`config.mk`:
```
export PLATFORM = sky130hd
export DESIGN_NAME = uart_tx_fifo
export DESIGN_NICKNAME = d
export VERILOG_FILES = /design/src/rtl/uart_pkg.sv /design/src/rtl/sync_fifo.sv /design/src/rtl/uart_tx_fifo.sv
export SDC_FILE = /design/constraint.sdc
export NUM_CORES = 1
export LEC_CHECK = 0
export CAP_MARGIN = 20
export CORE_MARGIN = 4
export CORE_UTILIZATION = 50
export DETAILED_ROUTE_END_ITERATION = 10
export GPL_ROUTABILITY_DRIVEN = 0
export PLACE_DENSITY = 0.71
export SYNTH_ARGS = -nofsm -noshare
export SYNTH_HDL_FRONTEND = slang
export SYNTH_SLANG_ARGS = --single-unit
```
`constraint.sdc`:
```
create_clock -name clk -period 4.8 [get_ports clk]
set_input_delay 0.96 -clock clk [delete_from_list [all_inputs] [get_ports clk]]
set_output_delay 0.96 -clock clk [all_outputs]
set_load 0.02 [all_outputs]
```
`src/rtl/uart_pkg.sv`:
```
// Shared definitions for the buffered UART transmitter.
//   - legal ranges for DATA_W and STOP_BITS
//   - serialiser FSM state encoding
// Optional feature macro: UART_TX_PARITY_EN adds the StParity state.
package uart_pkg;

  localparam int unsigned DataWMin    = 5;
  localparam int unsigned DataWMax    = 8;
  localparam int unsigned StopBitsMin = 1;
  localparam int unsigned StopBitsMax = 2;

`ifdef UART_TX_PARITY_EN
  typedef enum logic [2:0] {StIdle, StStart, StData, StParity, StStop} uart_state_e;
`else
  typedef enum logic [2:0] {StIdle, StStart, StData, StStop} uart_state_e;
`endif

endpackage

```
`src/rtl/sync_fifo.sv`:
```
// Synchronous single-clock FIFO with show-ahead read data.
// Ports:
//   clk_i, rst_i      clock, synchronous active-high reset
//   wr_valid_i/_data  write request; accepted when wr_ready_o is high
//   wr_ready_o        not full
//   rd_en_i           pop request; ignored when empty
//   rd_data_o         entry at the head (valid while level_o != 0)
//   level_o           occupancy, 0..Depth
module sync_fifo #(
  parameter int unsigned Depth = 16,
  parameter int unsigned DataW = 8,
  localparam int unsigned PtrW = $clog2(Depth),
  localparam int unsigned LvlW = PtrW + 1
) (
  input  logic             clk_i,
  input  logic             rst_i,
  input  logic             wr_valid_i,
  input  logic [DataW-1:0] wr_data_i,
  output logic             wr_ready_o,
  input  logic             rd_en_i,
  output logic [DataW-1:0] rd_data_o,
  output logic [LvlW-1:0]  level_o
);

  logic [DataW-1:0] mem_q [Depth];
  logic [PtrW-1:0]  wr_ptr_q, rd_ptr_q;
  logic [LvlW-1:0]  level_q;
  logic             do_wr, do_rd;

  // Full blocks writes even when a pop happens on the same edge.
  assign wr_ready_o = (level_q != LvlW'(Depth));
  assign do_wr      = wr_valid_i & wr_ready_o;
  assign do_rd      = rd_en_i & (level_q != '0);
  assign rd_data_o  = mem_q[rd_ptr_q];
  assign level_o    = level_q;

  always_ff @(posedge clk_i) begin
    if (do_wr && !rst_i) begin
      mem_q[wr_ptr_q] <= wr_data_i;
    end
  end

  // Pointers wrap naturally since Depth is a power of two.
  always_ff @(posedge clk_i) begin
    if (rst_i) begin
      wr_ptr_q <= '0;
      rd_ptr_q <= '0;
      level_q  <= '0;
    end else begin
      if (do_wr) wr_ptr_q <= wr_ptr_q + PtrW'(1);
      if (do_rd) rd_ptr_q <= rd_ptr_q + PtrW'(1);
      if (do_wr && !do_rd) begin
        level_q <= level_q + LvlW'(1);
      end else if (!do_wr && do_rd) begin
        level_q <= level_q - LvlW'(1);
      end
    end
  end

endmodule

```
`src/rtl/uart_tx_fifo.sv`:
```
// Buffered UART transmitter: a sync_fifo feeding a serialiser FSM.
// Frame: start bit (0), DATA_W data bits LSB first, optional parity, STOP_BITS
// high bits. Each bit lasts max(div,1) clocks; div is captured when a frame starts.
// Optional feature macro: UART_TX_PARITY_EN adds input parity_odd (0 = even,
// 1 = odd parity), captured together with div.
// Ports:
//   clk, rst          clock, synchronous active-high reset
//   div               clocks per bit
//   wr_valid/wr_data  byte to enqueue; wr_ready = not full
//   uart_tx           serial line, idle high
//   tx_send/tx_data   one-cycle pulse and byte of each starting frame
//   busy              frame on the line
//   level             FIFO occupancy
module uart_tx_fifo
  import uart_pkg::*;
#(
  parameter int unsigned DATA_W    = 8,
  parameter int unsigned DEPTH     = 16,
  parameter int unsigned DIV_W     = 16,
  parameter int unsigned STOP_BITS = 1,
  localparam int unsigned LvlW = $clog2(DEPTH) + 1
) (
  input  logic              clk,
  input  logic              rst,
  input  logic [DIV_W-1:0]  div,
`ifdef UART_TX_PARITY_EN
  input  logic              parity_odd,
`endif
  input  logic              wr_valid,
  input  logic [DATA_W-1:0] wr_data,
  output logic              wr_ready,
  output logic              uart_tx,
  output logic              tx_send,
  output logic [DATA_W-1:0] tx_data,
  output logic              busy,
  output logic [LvlW-1:0]   level
);

  localparam int unsigned BitW = $clog2(DATA_W);

  if (DATA_W < DataWMin || DATA_W > DataWMax ||
      STOP_BITS < StopBitsMin || STOP_BITS > StopBitsMax) begin : gen_param_err
    $error("uart_tx_fifo: DATA_W or STOP_BITS out of range");
  end

  uart_state_e       state_q;
  logic [DIV_W-1:0]  cnt_q, div_q, eff_div;
  logic [BitW-1:0]   bit_q;
  logic              stop_q;
  logic [DATA_W-1:0] sh_q, rd_data;
  logic              bit_done, frame_done, pop;
`ifdef UART_TX_PARITY_EN
  logic              par_q;
`endif

  sync_fifo #(
    .Depth (DEPTH),
    .DataW (DATA_W)
  ) u_fifo (
    .clk_i      (clk),
    .rst_i      (rst),
    .wr_valid_i (wr_valid),
    .wr_data_i  (wr_data),
    .wr_ready_o (wr_ready),
    .rd_en_i    (pop),
    .rd_data_o  (rd_data),
    .level_o    (level)
  );

  assign eff_div    = (div == '0) ? DIV_W'(1) : div;
  assign bit_done   = (cnt_q == div_q - DIV_W'(1));
  assign frame_done = (state_q == StStop) && bit_done && (stop_q == 1'(STOP_BITS - 1));
  // Popping at the end of the last stop bit gives back-to-back frames.
  assign pop        = (level != '0) && ((state_q == StIdle) || frame_done);

  always_ff @(posedge clk) begin
    if (rst) begin
      state_q <= StIdle;
      uart_tx <= 1'b1;
      tx_send <= 1'b0;
      tx_data <= '0;
      busy    <= 1'b0;
      cnt_q   <= '0;
      div_q   <= DIV_W'(1);
      bit_q   <= '0;
      stop_q  <= 1'b0;
      sh_q    <= '0;
`ifdef UART_TX_PARITY_EN
      par_q   <= 1'b0;
`endif
    end else begin
      tx_send <= 1'b0;
      if (pop) begin
        state_q <= StStart;
        uart_tx <= 1'b0;
        tx_send <= 1'b1;
        tx_data <= rd_data;
        busy    <= 1'b1;
        sh_q    <= rd_data;
        div_q   <= eff_div;
        cnt_q   <= '0;
        bit_q   <= '0;
        stop_q  <= 1'b0;
`ifdef UART_TX_PARITY_EN
        par_q   <= (^rd_data) ^ parity_odd;
`endif
      end else begin
        case (state_q)
          StIdle: ;
          StStart: begin
            if (bit_done) begin
              state_q <= StData;
              uart_tx <= sh_q[0];
              cnt_q   <= '0;
            end else begin
              cnt_q <= cnt_q + DIV_W'(1);
            end
          end
          StData: begin
            if (bit_done) begin
              cnt_q <= '0;
              if (bit_q == BitW'(DATA_W - 1)) begin
`ifdef UART_TX_PARITY_EN
                state_q <= StParity;
                uart_tx <= par_q;
`else
                state_q <= StStop;
                uart_tx <= 1'b1;
`endif
              end else begin
                // sh_q[1] is the next data bit before the shift lands.
                bit_q   <= bit_q + BitW'(1);
                sh_q    <= sh_q >> 1;
                uart_tx <= sh_q[1];
              end
            end else begin
              cnt_q <= cnt_q + DIV_W'(1);
            end
          end
`ifdef UART_TX_PARITY_EN
          StParity: begin
            if (bit_done) begin
              state_q <= StStop;
              uart_tx <= 1'b1;
              cnt_q   <= '0;
            end else begin
              cnt_q <= cnt_q + DIV_W'(1);
            end
          end
`endif
          StStop: begin
            if (bit_done) begin
              cnt_q <= '0;
              if (frame_done) begin
                state_q <= StIdle;
                busy    <= 1'b0;
              end else begin
                stop_q <= 1'b1;
              end
            end else begin
              cnt_q <= cnt_q + DIV_W'(1);
            end
          end
          default: state_q <= StIdle;
        endcase
      end
    end
  end

endmodule

```
==> run summary <==
The run finished with clean final reports. Counting flops with a built-in enable in the synthesized netlist gives 128. The worst path needs 4.61 ns of the cycle, external delays included. The area share of xor/xnor cells in the synthesized design came out at 0.0400. The proportion of layout cells with a drive suffix above 1 works out to 0.158.

The tools report the register share of total power as 0.387. The combined global-route utilization of all metal layers is 0.186, and the number of port buffers is 43. The transition at the pin with the smallest max-transition slack works out to 0.994 ns. For this design the top-level I/O count stands at 44. The accumulated negative setup slack is 0 ns, and the maximum clock rate is 217 MHz.

The storage element area is 5330 um^2. In this run the worst hold path is classified as reg -> reg. The net total in the final layout was 733; the share of the clock period used by the worst path was 0.960. The tools report the cell-internal power as 3.94 mW.

Max-capacitance violation count: 0. The netlist area before placement is 8760 um^2. The die footprint was 19700 um^2; the number of antenna violations at the first check in global routing was 0.

In this run the core area contains 48 standard-cell rows. The unique cell type count in the Yosys netlist was 55; the reported leakage power was 3.37 nW. The detailed router finished its first iteration with 456 violations.

The share of synthesized cell area in full adder, half adder and majority cells was 0.0266; the combinational group share of total power was 0.351. The run gives 0.262 as the part of the power in the clock network. In the post-synthesis netlist, the biggest area contributors are edfxtp_1, dfxtp_1, mux4_2, ha_1, xnor2_1. The area of combinational cells with multiple inputs is 3240 um^2. The run gives 5494 as the via count of the first global-routing pass.

Once routing completed, OpenROAD measured the worst setup slack at 0.191 ns. For this run, the slowest stage of the critical path takes 0.58 ns. The tools report the capturing element type of the critical path as a flop. edfxtp_1 takes more of the synthesized area than any other cell.

The number of buffers created by CTS was 22; the detailed-route vias per instance was 5.88. The detailed-placement wirelength estimate was 12.3 mm. Worst-case headroom to the max-slew limit: 0.336.

In the synthesized netlist, the cells that appear most often are edfxtp_1, dfxtp_1, nor2_1. Synthesis produced a netlist whose cell count is 640. The share of synthesized flip-flops with an asynchronous set or reset came out at 0. The tools report the starting density of the core as 0.508. The tools report the final setup skew as 0.0112 ns. For the post-synth net total, the log shows 685. The count of cells in the finished layout, fillers not included, comes to 928.

The highest fanout seen on the critical path is 8, and the worst endpoint data arrival time is 5.03 ns. The sequential-to-total area share from yosys stat was 0.608. Walking the worst path, the cells encountered are inv_2 > ha_4 > or3b_1 > or3_1 > o31a_1 > or4_1 > o41a_4 > nor2_8 > inv_2 > ha_1 > inv_2 > ha_1 > a21o_1 > a21oi_1 > xnor2_1 > or3_1 > a21oi_1. The flip-flop and latch count after synthesis works out to 202. The per-cell routed wire length is 19.6 um, and the power density over the cells is 584 nW/um^2. 0 antenna diodes ended up in the layout. The number of iterations in the first detailed-routing pass came out at 5. The mean post-synth cell area came out at 13.7 um^2.

The clock insertion delay at the later pin of the skew report is 0.49 ns, and the growth of design area from synthesis to finish is 15.8%. For the final setup violation count, the log shows 0. The die is 140 um wide.

The compound-cell area share of the yosys netlist works out to 0.0778. The tools report the worst ir drop on vdd as 0.428 mV. For this block, the routed nets add up to 18.2 mm of wire. The clock net in this run drives a total of 202 sinks. The run gives 5.22 ns as the required time at the endpoint of the critical path. The most used standard cell by instance count after synthesis was edfxtp_1. For the area of the placeable core, the log shows 17200 um^2. The vias after detailed routing was 5460. Dominant cell type by count on the critical path: inv_2. Fill cells in the final layout number 1321. Standard cell with the maximum stage delay on the critical path: or4_1. The total count of max-transition violations in the final report was 0. In the synthesized netlist the dominant register cell turns out to be edfxtp_1. The switching fraction of total power was 0.335; the clock transition at the registers of the reported paths was 0.06 ns. The basic-gate share of the synthesized area counting and, or, nand and nor cells is 0.105. Met1 demand-to-capacity share in global routing: 0.265. Setup repair after global routing left no endpoint under its margin. After detailed routing, the number of remaining DRC violations is 0. The run gives 0 as the final hold violation count. Most heavily used metal layer in global routing: met2. The combinational family with the most area after synthesis was multiplexers. CTS placed an instance of clkbuf_16 at the clock tree root. Met3 track demand over resource in global routing: 0.0300. The run gives 1 as the level count of the clock H-tree.

The setup path with the least slack is of type reg -> reg. The top-area cell type share of the netlist area was 0.439; the count of antenna-violating nets left after detailed routing was 0. Multiplexer share of the synthesized area: 0.119. Prior to clock tree synthesis, the placed netlist has a worst setup slack of 0.0535 ns. The met2 capacity usage during global routing is 0.305, and the switching power total is 1.99 mW.

The clock passes through at most 3 buffers. In this run the vertical extent of the chip is 140 um. Summed over all layers, the global routing overflow is 0. The tools report the type of origin of the critical path as a flop.

The Yosys step of the flow raised 0 warnings. The logs give 888 for the total instance count after detailed placement and 29.6 mm for the first-pass GRT wire length. TritonCTS built the clock tree. Entering global routing, the biggest net connects 59 pins.
registers in the layout (all words and copies together), names as in the netlist, named ones only:
name and flops:
uart_tx 1, u_fifo.rd_ptr_q 4, tx_send 1, u_fifo.level_o 5, div_q 16, busy 1
u_fifo.wr_ptr_q 4, bit_q 3, state_q 2, cnt_q 16, stop_q 1, sh_q 8
tx_data 8, u_fifo.mem_q 128
critical path, delay by kind of cell, from the launching register on:
kind            cells  cell delay (ns)
compound gates      5             1.36
xor+xnor            1             0.10
fa+ha+maj           3             0.66
buf+inv             3             0.26
flops               1             0.35
simple gates        5             1.80
area by class of cell:
cell class | instances | share of cell area
Clock buffer | 33 | 0.0644
Clock inverter | 6 | 0.00234
Inverter | 13 | 0.00481
Multi-Input combinational cell | 388 | 0.319
Sequential cell | 202 | 0.525
Tap cell | 225 | 0.0278
Timing Repair Buffer | 61 | 0.0560
power groups by stage:
| stage | clock network, mW | logic, mW | registers (mW) |
|---|---|---|---|
| 3_5_place_dp | 0 | 2.03 | 2.33 |
| 4_1_cts | 1.58 | 2.04 | 2.30 |
| 6_report | 1.55 | 2.08 | 2.29 |
| 5_1_grt | 1.67 | 2.25 | 2.33 |
| 2_1_floorplan | 0 | 1.51 | 2.25 |
| 3_3_place_gp | 0 | 1.97 | 2.32 |
layout by cell type (no fill, tap or decap), types with 3 or more instances in the layout:
| cell type | Yosys | layout |
|---|---|---|
| edfxtp_1 | 128 | 128 |
| dfxtp_1 | 74 | 73 |
| nor2_1 | 44 | 44 |
| clkdlybuf4s50_1 | 0 | 42 |
| mux4_2 | 40 | 40 |
| a21oi_1 | 35 | 35 |
| nand3_1 | 34 | 34 |
| o21ai_0 | 30 | 30 |
| nor3_1 | 25 | 25 |
| xnor2_1 | 23 | 23 |
| clkbuf_16 | 0 | 23 |
| xor2_1 | 17 | 17 |
| buf_4 | 4 | 17 |
| ha_1 | 17 | 16 |
| nand2_1 | 14 | 14 |
| and3_1 | 14 | 14 |
| mux2i_1 | 12 | 12 |
| inv_1 | 12 | 10 |
| nor4_1 | 8 | 8 |
| or3_1 | 7 | 7 |
| a211oi_2 | 6 | 6 |
| clkbuf_1 | 24 | 6 |
| or4_1 | 5 | 5 |
| a211oi_1 | 5 | 5 |
| nand2b_1 | 5 | 5 |
| a21o_1 | 5 | 5 |
| clkinv_1 | 0 | 5 |
| nor2b_1 | 5 | 4 |
| clkbuf_8 | 0 | 4 |
| inv_2 | 1 | 3 |
| a31oi_1 | 3 | 3 |
| nand4_1 | 3 | 3 |
| a31o_2 | 3 | 3 |
per-layer routing:
layer,vias to the layer above,share of wire
met2,162,0.49
met5,-,0
met3,30,0.050
li1,2539,-
met4,0,0.020
met1,2729,0.44
final timing paths:
check,start,endpoint,slack (ns),cells past startpoint
max,div_q[0],u_fifo.level_o[4],0.19,17
min,busy,busy,0.48,2
max reg2reg,div_q[0],u_fifo.level_o[4],0.19,17
min reg2reg,busy,busy,0.48,2
per-stage QoR:
| stage | hold slack, ns | utilization | power (mW) | area [um^2] |
|---|---|---|---|---|
| 6_report | 0.478 | 0.588 | 5.93 | 10100 |
| 2_1_floorplan | 0.444 | - | 3.76 | 8760 |
| 3_3_place_gp | 0.463 | 0.547 | 4.29 | 9440 |
| 4_1_cts | 0.475 | 0.587 | 5.92 | 10100 |
| 5_1_grt | 0.492 | 0.588 | 6.25 | 10100 |
| 3_5_place_dp | 0.466 | 0.547 | 4.36 | 9440 |
kinds of logic after synthesis:
kind of cell | count (synthesis)
DFF | 202
and+or+nand+nor | 175
AOI/OAI and AO/OA | 101
muxes | 54
buffers and inverters | 50
xor gates and xnor gates | 40
adders and majority gates | 18
repair_timing:
| item | in CTS | in global routing |
|---|---|---|
| gates resized for setup | 0 | 4 |
| hold buffers | 0 | 0 |
| endpoints found under the setup margin | 0 | 2 |
| setup buffers | 0 | 0 |
Note: power is estimated with default switching activity, not from simulation.
